<file path="src/rtl/billiard_pkg.sv">
// Shared types and constants for the billiard video path.
package billiard_pkg;

    localparam int unsigned RGB_W_DEF        = 8;
    localparam int unsigned NUM_LAYERS_DEF   = 4;
    localparam int unsigned FLASH_FRAMES_DEF = 30;

    typedef logic [RGB_W_DEF-1:0] rgb_t;

    localparam rgb_t BG_DEF          = 8'h00;
    localparam rgb_t TRANSPARENT_DEF = 8'hFF;

    localparam int unsigned LAYER_BORDERS = 0;
    localparam int unsigned LAYER_BALLS   = 1;
    localparam int unsigned LAYER_CUE     = 2;
    localparam int unsigned LAYER_BOARD   = 3;

endpackage

</file>
<file path="src/rtl/layer_priority_enc.sv">
// Combinational lowest-set-bit encoder: valid flag plus index of the winning request.
module layer_priority_enc #(
    parameter int unsigned N     = 4,
    parameter int unsigned IDX_W = 2
) (
    input  logic [N-1:0]     req_i,
    output logic             valid_c,
    output logic [IDX_W-1:0] idx_c
);

    always_comb begin
        valid_c = |req_i;
        idx_c   = '0;
        // Scan downwards so the lowest set index is the last one written.
        for (int i = N - 1; i >= 0; i--) begin
            if (req_i[i]) begin
                idx_c = IDX_W'(i);
            end
        end
    end

endmodule

</file>
<file path="src/rtl/layer_compositor.sv">
// Two-stage fixed-priority layer compositor with colour keying and per-frame overlap report.
// Optional blink of the last layer: define LAYER_COMPOSITOR_FLASH_EN.
module layer_compositor
    import billiard_pkg::*;
#(
    parameter int unsigned      NUM_LAYERS   = NUM_LAYERS_DEF,
    parameter int unsigned      RGB_W        = RGB_W_DEF,
    parameter logic [RGB_W-1:0] BG_COLOR     = RGB_W'(BG_DEF),
    parameter logic [RGB_W-1:0] TRANSPARENT  = RGB_W'(TRANSPARENT_DEF),
    parameter int unsigned      FLASH_FRAMES = FLASH_FRAMES_DEF
) (
    input  logic                           clk,
    input  logic                           resetN,
    input  logic [NUM_LAYERS-1:0]          drawingRequest,
    input  logic [NUM_LAYERS*RGB_W-1:0]    RGBIn,
    input  logic                           layerEnableWr,
    input  logic [NUM_LAYERS-1:0]          layerEnableIn,
    input  logic                           startOfFrame,
    input  logic                           flashTrig,
    output logic [RGB_W-1:0]               RGBOut,
    output logic [$clog2(NUM_LAYERS)-1:0]  winnerIdx,
    output logic                           anyDraw,
    output logic [NUM_LAYERS-1:0]          overlapFrame,
    output logic                           overlapValid
);

    localparam int unsigned IDX_W = $clog2(NUM_LAYERS);
    localparam int unsigned BUS_W = NUM_LAYERS * RGB_W;

    logic [NUM_LAYERS-1:0] en_mask_q, en_mask_d;
    logic [NUM_LAYERS-1:0] eff_q, eff_d;
    logic [BUS_W-1:0]      rgb_q;
    logic                  sof_q;

    logic [NUM_LAYERS-1:0] acc_q, acc_d;
    logic [NUM_LAYERS-1:0] ovl_frame_q, ovl_frame_d;
    logic                  ovl_valid_q;

    logic [RGB_W-1:0]      rgb_out_q, rgb_out_d;
    logic [IDX_W-1:0]      win_idx_q, win_idx_d;
    logic                  any_q, any_d;

    logic                  win_valid_c;
    logic [IDX_W-1:0]      win_idx_c;
    logic [NUM_LAYERS-1:0] rest_req_c;
    logic                  second_valid_c;
    logic [IDX_W-1:0]      unused_second_idx_c;
    logic [NUM_LAYERS-1:0] contrib_c;
    logic [RGB_W-1:0]      win_rgb_c;
    logic [RGB_W-1:0]      pix_rgb_c;

    // Stage 1 qualify: request, runtime enable and colour key.
    always_comb begin
        eff_d = '0;
        for (int i = 0; i < NUM_LAYERS; i++) begin
            eff_d[i] = drawingRequest[i] & en_mask_q[i]
                     & (RGBIn[i*RGB_W +: RGB_W] != TRANSPARENT);
        end
        en_mask_d = layerEnableWr ? layerEnableIn : en_mask_q;
    end

    layer_priority_enc #(
        .N     (NUM_LAYERS),
        .IDX_W (IDX_W)
    ) u_win_enc (
        .req_i   (eff_q),
        .valid_c (win_valid_c),
        .idx_c   (win_idx_c)
    );

    // A second layer still drawing once the winner is removed means two or more overlap.
    assign rest_req_c = eff_q & ~(NUM_LAYERS'(1) << win_idx_c);

    layer_priority_enc #(
        .N     (NUM_LAYERS),
        .IDX_W (IDX_W)
    ) u_second_enc (
        .req_i   (rest_req_c),
        .valid_c (second_valid_c),
        .idx_c   (unused_second_idx_c)
    );

    always_comb begin
        contrib_c   = second_valid_c ? eff_q : '0;
        acc_d       = sof_q ? contrib_c : (acc_q | contrib_c);
        ovl_frame_d = sof_q ? acc_q : ovl_frame_q;
    end

    always_comb begin
        win_rgb_c = BG_COLOR;
        for (int i = 0; i < NUM_LAYERS; i++) begin
            if (win_valid_c && (win_idx_c == IDX_W'(i))) begin
                win_rgb_c = rgb_q[i*RGB_W +: RGB_W];
            end
        end
    end

`ifdef LAYER_COMPOSITOR_FLASH_EN
    // Counter needs bit 3 for the 8-on/8-off blink even for short flashes.
    localparam int unsigned FC_W = ($clog2(FLASH_FRAMES + 1) > 4) ? $clog2(FLASH_FRAMES + 1) : 4;

    logic [FC_W-1:0] flash_cnt_q, flash_cnt_d;
    logic            flash_on_c;

    always_comb begin
        flash_cnt_d = flash_cnt_q;
        if (flashTrig) begin
            flash_cnt_d = FC_W'(FLASH_FRAMES);
        end else if (sof_q && (flash_cnt_q != '0)) begin
            flash_cnt_d = flash_cnt_q - FC_W'(1);
        end
        flash_on_c = (flash_cnt_q != '0) && flash_cnt_q[3];
        pix_rgb_c  = (flash_on_c && win_valid_c && (win_idx_c == IDX_W'(NUM_LAYERS - 1)))
                   ? ~win_rgb_c : win_rgb_c;
    end

    always_ff @(posedge clk) begin
        if (!resetN) begin
            flash_cnt_q <= '0;
        end else begin
            flash_cnt_q <= flash_cnt_d;
        end
    end
`else
    logic [31:0] unused_flash_c;

    assign unused_flash_c = 32'(FLASH_FRAMES) ^ {31'd0, flashTrig};
    assign pix_rgb_c      = win_rgb_c;
`endif

    always_comb begin
        rgb_out_d = pix_rgb_c;
        win_idx_d = win_valid_c ? win_idx_c : '0;
        any_d     = win_valid_c;
    end

    always_ff @(posedge clk) begin
        if (!resetN) begin
            en_mask_q   <= '1;
            eff_q       <= '0;
            rgb_q       <= '0;
            sof_q       <= 1'b0;
            acc_q       <= '0;
            ovl_frame_q <= '0;
            ovl_valid_q <= 1'b0;
            rgb_out_q   <= BG_COLOR;
            win_idx_q   <= '0;
            any_q       <= 1'b0;
        end else begin
            en_mask_q   <= en_mask_d;
            eff_q       <= eff_d;
            rgb_q       <= RGBIn;
            sof_q       <= startOfFrame;
            acc_q       <= acc_d;
            ovl_frame_q <= ovl_frame_d;
            ovl_valid_q <= sof_q;
            rgb_out_q   <= rgb_out_d;
            win_idx_q   <= win_idx_d;
            any_q       <= any_d;
        end
    end

    assign RGBOut       = rgb_out_q;
    assign winnerIdx    = win_idx_q;
    assign anyDraw      = any_q;
    assign overlapFrame = ovl_frame_q;
    assign overlapValid = ovl_valid_q;

endmodule

</file>
<file path="config.mk">
export PLATFORM = sky130hd
export DESIGN_NAME = layer_compositor
export DESIGN_NICKNAME = d
export VERILOG_FILES = /design/src/rtl/billiard_pkg.sv /design/src/rtl/layer_priority_enc.sv /design/src/rtl/layer_compositor.sv
export SDC_FILE = /design/constraint.sdc
export NUM_CORES = 1
export LEC_CHECK = 0
export CORE_MARGIN = 3
export CORE_UTILIZATION = 45
export CTS_BUF_LIST = sky130_fd_sc_hd__clkbuf_8
export DETAILED_ROUTE_END_ITERATION = 7
export DONT_BUFFER_PORTS = 1
export PLACE_DENSITY = 0.57
export REMOVE_ABC_BUFFERS = 1
export SYNTH_ARGS = -nofsm -noshare
export SYNTH_HDL_FRONTEND = slang
export SYNTH_HIERARCHICAL = 1
export SYNTH_SLANG_ARGS = --single-unit
</file>
<file path="constraint.sdc">
create_clock -name clk -period 2.3 [get_ports clk]
set_clock_uncertainty 0.1 [all_clocks]
set_input_delay 0 -clock clk [delete_from_list [all_inputs] [get_ports clk]]
set_output_delay 0 -clock clk [all_outputs]
set_load 0.1 [all_outputs]
</file>
==> flow_summary.json, run 1 <==
{
  "worst_pin_slew_ns": 0.962,
  "wl_per_cell_um": 15.6,
  "num_rows": 24,
  "drv_slew": 0,
  "crit-reg2reg-launch": "en_mask_q[3]",
  "hold_viol_final": 0,
  "slowest_stage": "dlygate4sd3_1",
  "clock_sinks": 61,
  "p_int_mw": 1.91,
  "cpPeakStageDelay_ns": 0.57,
  "drt_wl_total_mm": 5.23,
  "slew_headroom": 0.358,
  "grt_max_degree": 55,
  "fin_crit_sh": 0.812,
  "post_cts_buffers": 0,
  "cts_buffer_depth": 2,
  "critPathRequiredTime_ns": 2.42,
  "fmax_mhz": 535,
  "cp_common_cell": "dlygate4sd3_1",
  "p_leak_nw": 1.35,
  "core_mm2": 0.00447,
  "worstPathArrival_ns": 1.99,
  "setup_viol": 0,
  "drive_gt1_frac": 0.0919,
  "synth_cells": 189,
  "pre_cts_slack_ns": 0.581,
  "cts-resized-gates": 0,
  "antenna_left": 0,
  "initial_utilization": 0.476,
  "port_buffers": 0,
  "gp_congestion": 0.750,
  "die_h_um": 74.8,
  "p_sw_mw": 0.630,
  "grt_pass1_vias": 1776,
  "viasPerCell": 5.05,
  "setup_ws_ns": 0.432,
  "num_antenna_cells": 0,
  "vias": 1691,
  "tns_ns": 0,
  "fin_nets": 324,
  "grt_usage": 0.204,
  "cts_root_buf": "clkbuf_8",
  "globalRoute.totalOverflow": 0,
  "yosysWarnings": 6,
  "drv_cap": 0,
  "path_max_fanout": 2,
  "ctsHoldBuffers": 83,
  "power_frac_clock": 0.402,
  "drtPass1Iterations": 4,
  "cts.reportedPaths.clkPinSlew_ns": 0.07,
  "die-area_mm2": 0.00559,
  "netlist_area_mm2": 0.00213,
  "rsz0062_at_grt": "false",
  "final.min_clock_period_ns": 1.87,
  "cts_tree": "yes",
  "cp-end-kind": "flip-flop",
  "layout_common_cells": "dlygate4sd3_1 (82), dfxtp_1 (61), and2_1 (35), mux2i_1 (24)",
  "critical_path_class": "reg -> reg",
  "crit_chain": "mux2i_1, dlygate4sd3_1, nand2_1, dlygate4sd3_1",
  "antenna_found_initial": 0,
  "die_x_um": 74.8,
  "fin_hold_ws_ns": 0.285,
  "htree_levels": 3,
  "worstSetupStartpointType": "flip-flop",
  "hp-start": "drawingRequest[1]",
  "drc": 0,
  "seq_power_share": 0.485,
  "avgSynthCellArea_um2": 11.3,
  "layout_commonest_cell": "dlygate4sd3_1",
  "grt_first_pass_wirelength_mm": 8.22,
  "area_growth_pct": 51.5,
  "peakVddDrop_mv": 0.474,
  "status": "finished, final reports clean",
  "swShare": 0.248,
  "critPathLaunch": "en_mask_q[3]",
  "numCtsBuffers": 9,
  "p_per_area_mw_per_mm2": 788,
  "dpl.hpwl_mm": 2.89,
  "io_pins": 61,
  "drt_iter0_markers": 88,
  "crit_family": "buffers and inverters",
  "clkLatencyLatePin_ns": 0.33,
  "hold_path_class": "in -> reg",
  "pwr-share-comb": 0.113,
  "crit_buf_inv": 2
}
[state kept, by name, indices dropped and copies added (netlist names)]
name / cells
rgb_q: 32
winnerIdx: 2
en_mask_q: 4
anyDraw: 1
acc_q: 4
sof_q: 1
overlapValid: 1
RGBOut: 8
eff_q: 4
overlapFrame: 4
[power by group through the flow]
stage               clock network (mW)  logic [mW]  registers, mW
floorplan                            0       0.111           1.26
global placement                     0       0.144           1.25
detailed placement                   0       0.148           1.26
CTS                               1.03       0.280           1.23
global route                      1.09       0.309           1.24
finish                            1.02       0.287           1.23
[metal layers]
metal | up-vias | track usage | wire [um]
met3 | 7 | 0.0654 | 339
met1 | 804 | 0.212 | 2050
li1 | 824 | - | -
met5 | - | 0 | 0
met2 | 56 | 0.377 | 2780
met4 | 0 | 0.0830 | 63
[final timing paths]
kind / to / slack (ns) / cells past startpoint
max: en_mask_q[3] / 0.43 / 4
min: eff_q[1] / 0.28 / 2
max reg2reg: en_mask_q[3] / 0.43 / 4
min reg2reg: acc_q[3] / 0.38 / 2
[area by class of cell]
| cell class | instances | area (um^2) |
|---|---|---|
| Inverter | 3 | 11.3 |
| Fill cell | 303 | 1250 |
| Multi-Input combinational cell | 115 | 831 |
| Clock inverter | 5 | 75.1 |
| Sequential cell | 61 | 1220 |
| Tap cell | 52 | 65.1 |
| Clock buffer | 10 | 138 |
| Timing Repair Buffer | 89 | 886 |
[through the flow]
step	total power, mW	utilization	cells	instance area (um^2)
after floorplan	1.37	-	179	2060
after global placement	1.40	0.486	237	2170
after detailed placement	1.40	0.486	237	2170
after CTS	2.55	0.721	335	3230
after global routing	2.64	0.721	335	3230
final	2.54	0.721	335	3230
No activity file was read; power rests on OpenSTA's default activity.
==> inputs of run 2 (changes only) <==
- clock period: 2.3 -> 1.8 ns (I/O delays scaled with it)
==> flow_summary.json, run 2 (synthesis gave the netlist of run 1 again) <==
{
  "status": "finished, final reports clean",
  "p_per_area_mw_per_mm2": 1000,
  "fin_hold_ws_ns": 0.251,
  "largest_reg_flops": 32,
  "pwr-share-comb": 0.155,
  "drt_iter0_markers": 75,
  "reg2regPathDepth": 5,
  "p_int_mw": 2.50,
  "hold_path_class": "in -> reg",
  "peakVddDrop_mv": 0.644,
  "worst_pin_slew_ns": 0.323,
  "path_max_fanout": 8,
  "clock_sinks": 61,
  "regMostFlops": "rgb_q",
  "htree_levels": 3,
  "swShare": 0.242,
  "crit_chain": "nand2b_1, a21oi_2, buf_4, mux2i_1, o22ai_1",
  "area_growth_pct": 55.2,
  "drtPass1Iterations": 4,
  "drv_cap": 0,
  "critical_path_class": "reg -> reg",
  "cts.reportedPaths.clkPinSlew_ns": 0.07,
  "seq_power_share": 0.440,
  "clkLatencyLatePin_ns": 0.33,
  "dpl.hpwl_mm": 3.10,
  "gp_congestion": 0.779,
  "crit_path_end": "RGBOut[6]",
  "power_frac_clock": 0.405,
  "wl_per_cell_um": 15.5,
  "drc": 0,
  "grt_max_degree": 55,
  "regArea_mm2": 0.00122,
  "fin_nets": 334,
  "worstPathArrival_ns": 1.71,
  "antenna_left": 0,
  "hold_viol_final": 0,
  "numCtsBuffers": 9,
  "cts-resized-gates": 0,
  "slowest_stage": "dfxtp_1",
  "crit-reg2reg-launch": "eff_q[2]",
  "initial_utilization": 0.476,
  "die_h_um": 74.8,
  "critPathLaunch": "eff_q[2]",
  "grt_usage": 0.209,
  "cts_buffer_depth": 2,
  "fillers": 298,
  "drv_slew": 0,
  "cpPeakStageDelay_ns": 0.34,
  "num_antenna_cells": 0,
  "final.min_clock_period_ns": 1.60,
  "cts_root_buf": "clkbuf_8",
  "antenna_found_initial": 0,
  "layout_commonest_cell": "dlygate4sd3_1",
  "worstSetupStartpointType": "flip-flop",
  "io_pins": 61,
  "grt_pass1_vias": 1793,
  "die-area_mm2": 0.00559,
  "drive_gt1_frac": 0.136,
  "port_buffers": 0,
  "p_sw_mw": 0.802,
  "fin_crit_sh": 0.887,
  "globalRoute.totalOverflow": 0,
  "drt_wl_total_mm": 5.35,
  "cp-end-kind": "flip-flop",
  "rsz0062_at_grt": "false",
  "vias": 1705,
  "fmax_mhz": 626,
  "cts_tree": "yes",
  "power.total_mw": 3.31,
  "multiInputGateArea_um2": 831,
  "num_rows": 24,
  "die_x_um": 74.8,
  "viasPerCell": 4.93,
  "postLayoutCoreUtil": 0.739,
  "rrSetupSlack_ns": 0.20,
  "tns_ns": 0,
  "critPathRequiredTime_ns": 1.91,
  "core_mm2": 0.00447,
  "rr_endpoint": "RGBOut[6]",
  "p_leak_nw": 1.41,
  "setup_viol": 0,
  "slew_headroom": 0.785,
  "grt_first_pass_wirelength_mm": 8.43,
  "layout_common_cells": "dlygate4sd3_1 (78), dfxtp_1 (61), and2_1 (35), mux2i_1 (24), buf_4 (20)"
}
-- run 2: worst min-delay path by stage --
stage,start,to,slack [ns],cells past startpoint
global route,layerEnableIn[2],en_mask_q[2],0.27,3
global placement,resetN,en_mask_q[2],-0.03,1
floorplan,resetN,en_mask_q[0],-0.04,1
detailed placement,resetN,en_mask_q[2],-0.03,1
CTS,layerEnableIn[2],en_mask_q[2],0.23,3
finish,layerEnableIn[2],en_mask_q[2],0.25,3
-- run 2: metal layers --
metal | track usage | part of all wire
met1 | 0.234 | 0.40
met2 | 0.367 | 0.51
met3 | 0.0427 | 0.059
met5 | 0 | 0
met4 | 0.123 | 0.029
-- run 2: per-stage QoR --
stage	instances	area [um^2]	worst slack [ns]
floorplan	179	2060	-0.156
global placement	251	2280	0.248
detailed placement	251	2280	0.244
CTS	347	3310	0.0167
global route	346	3300	0.120
finish	346	3300	0.203
-- run 2: cell type report --
cell class	count	share of cell area
clock buffers	11	0.0458
clock inverters	5	0.0223
inverters	3	0.00341
multi-input cells	115	0.251
flip-flops and latches	61	0.370
well taps	52	0.0197
repair buffers	99	0.288
-- run 2: power groups by stage --
stage          Combinational [mW]  Sequential, mW  Clock (mW)
2_1_floorplan               0.142            1.61           0
3_3_place_gp                0.334            1.48           0
3_5_place_dp                0.340            1.49           0
4_1_cts                     0.504            1.46        1.35
5_1_grt                     0.545            1.46        1.41
6_report                    0.511            1.46        1.34
-- run 2: repair_timing --
action | 4_1_cts | 5_1_grt
hold endpoints to repair | 61 | 0
endpoints found under the setup margin | 0 | 1
setup buffers | 0 | 0
hold buffers | 80 | 0
-- run 2: worst max-delay path, delay by kind of cell (launching register included) --
kind                   cells  cell delay [ns]
AOI/OAI and AO/OA          2             0.37
buffers and inverters      1             0.25
DFF                        1             0.34
muxes                      1             0.26
and+or+nand+nor            1             0.16
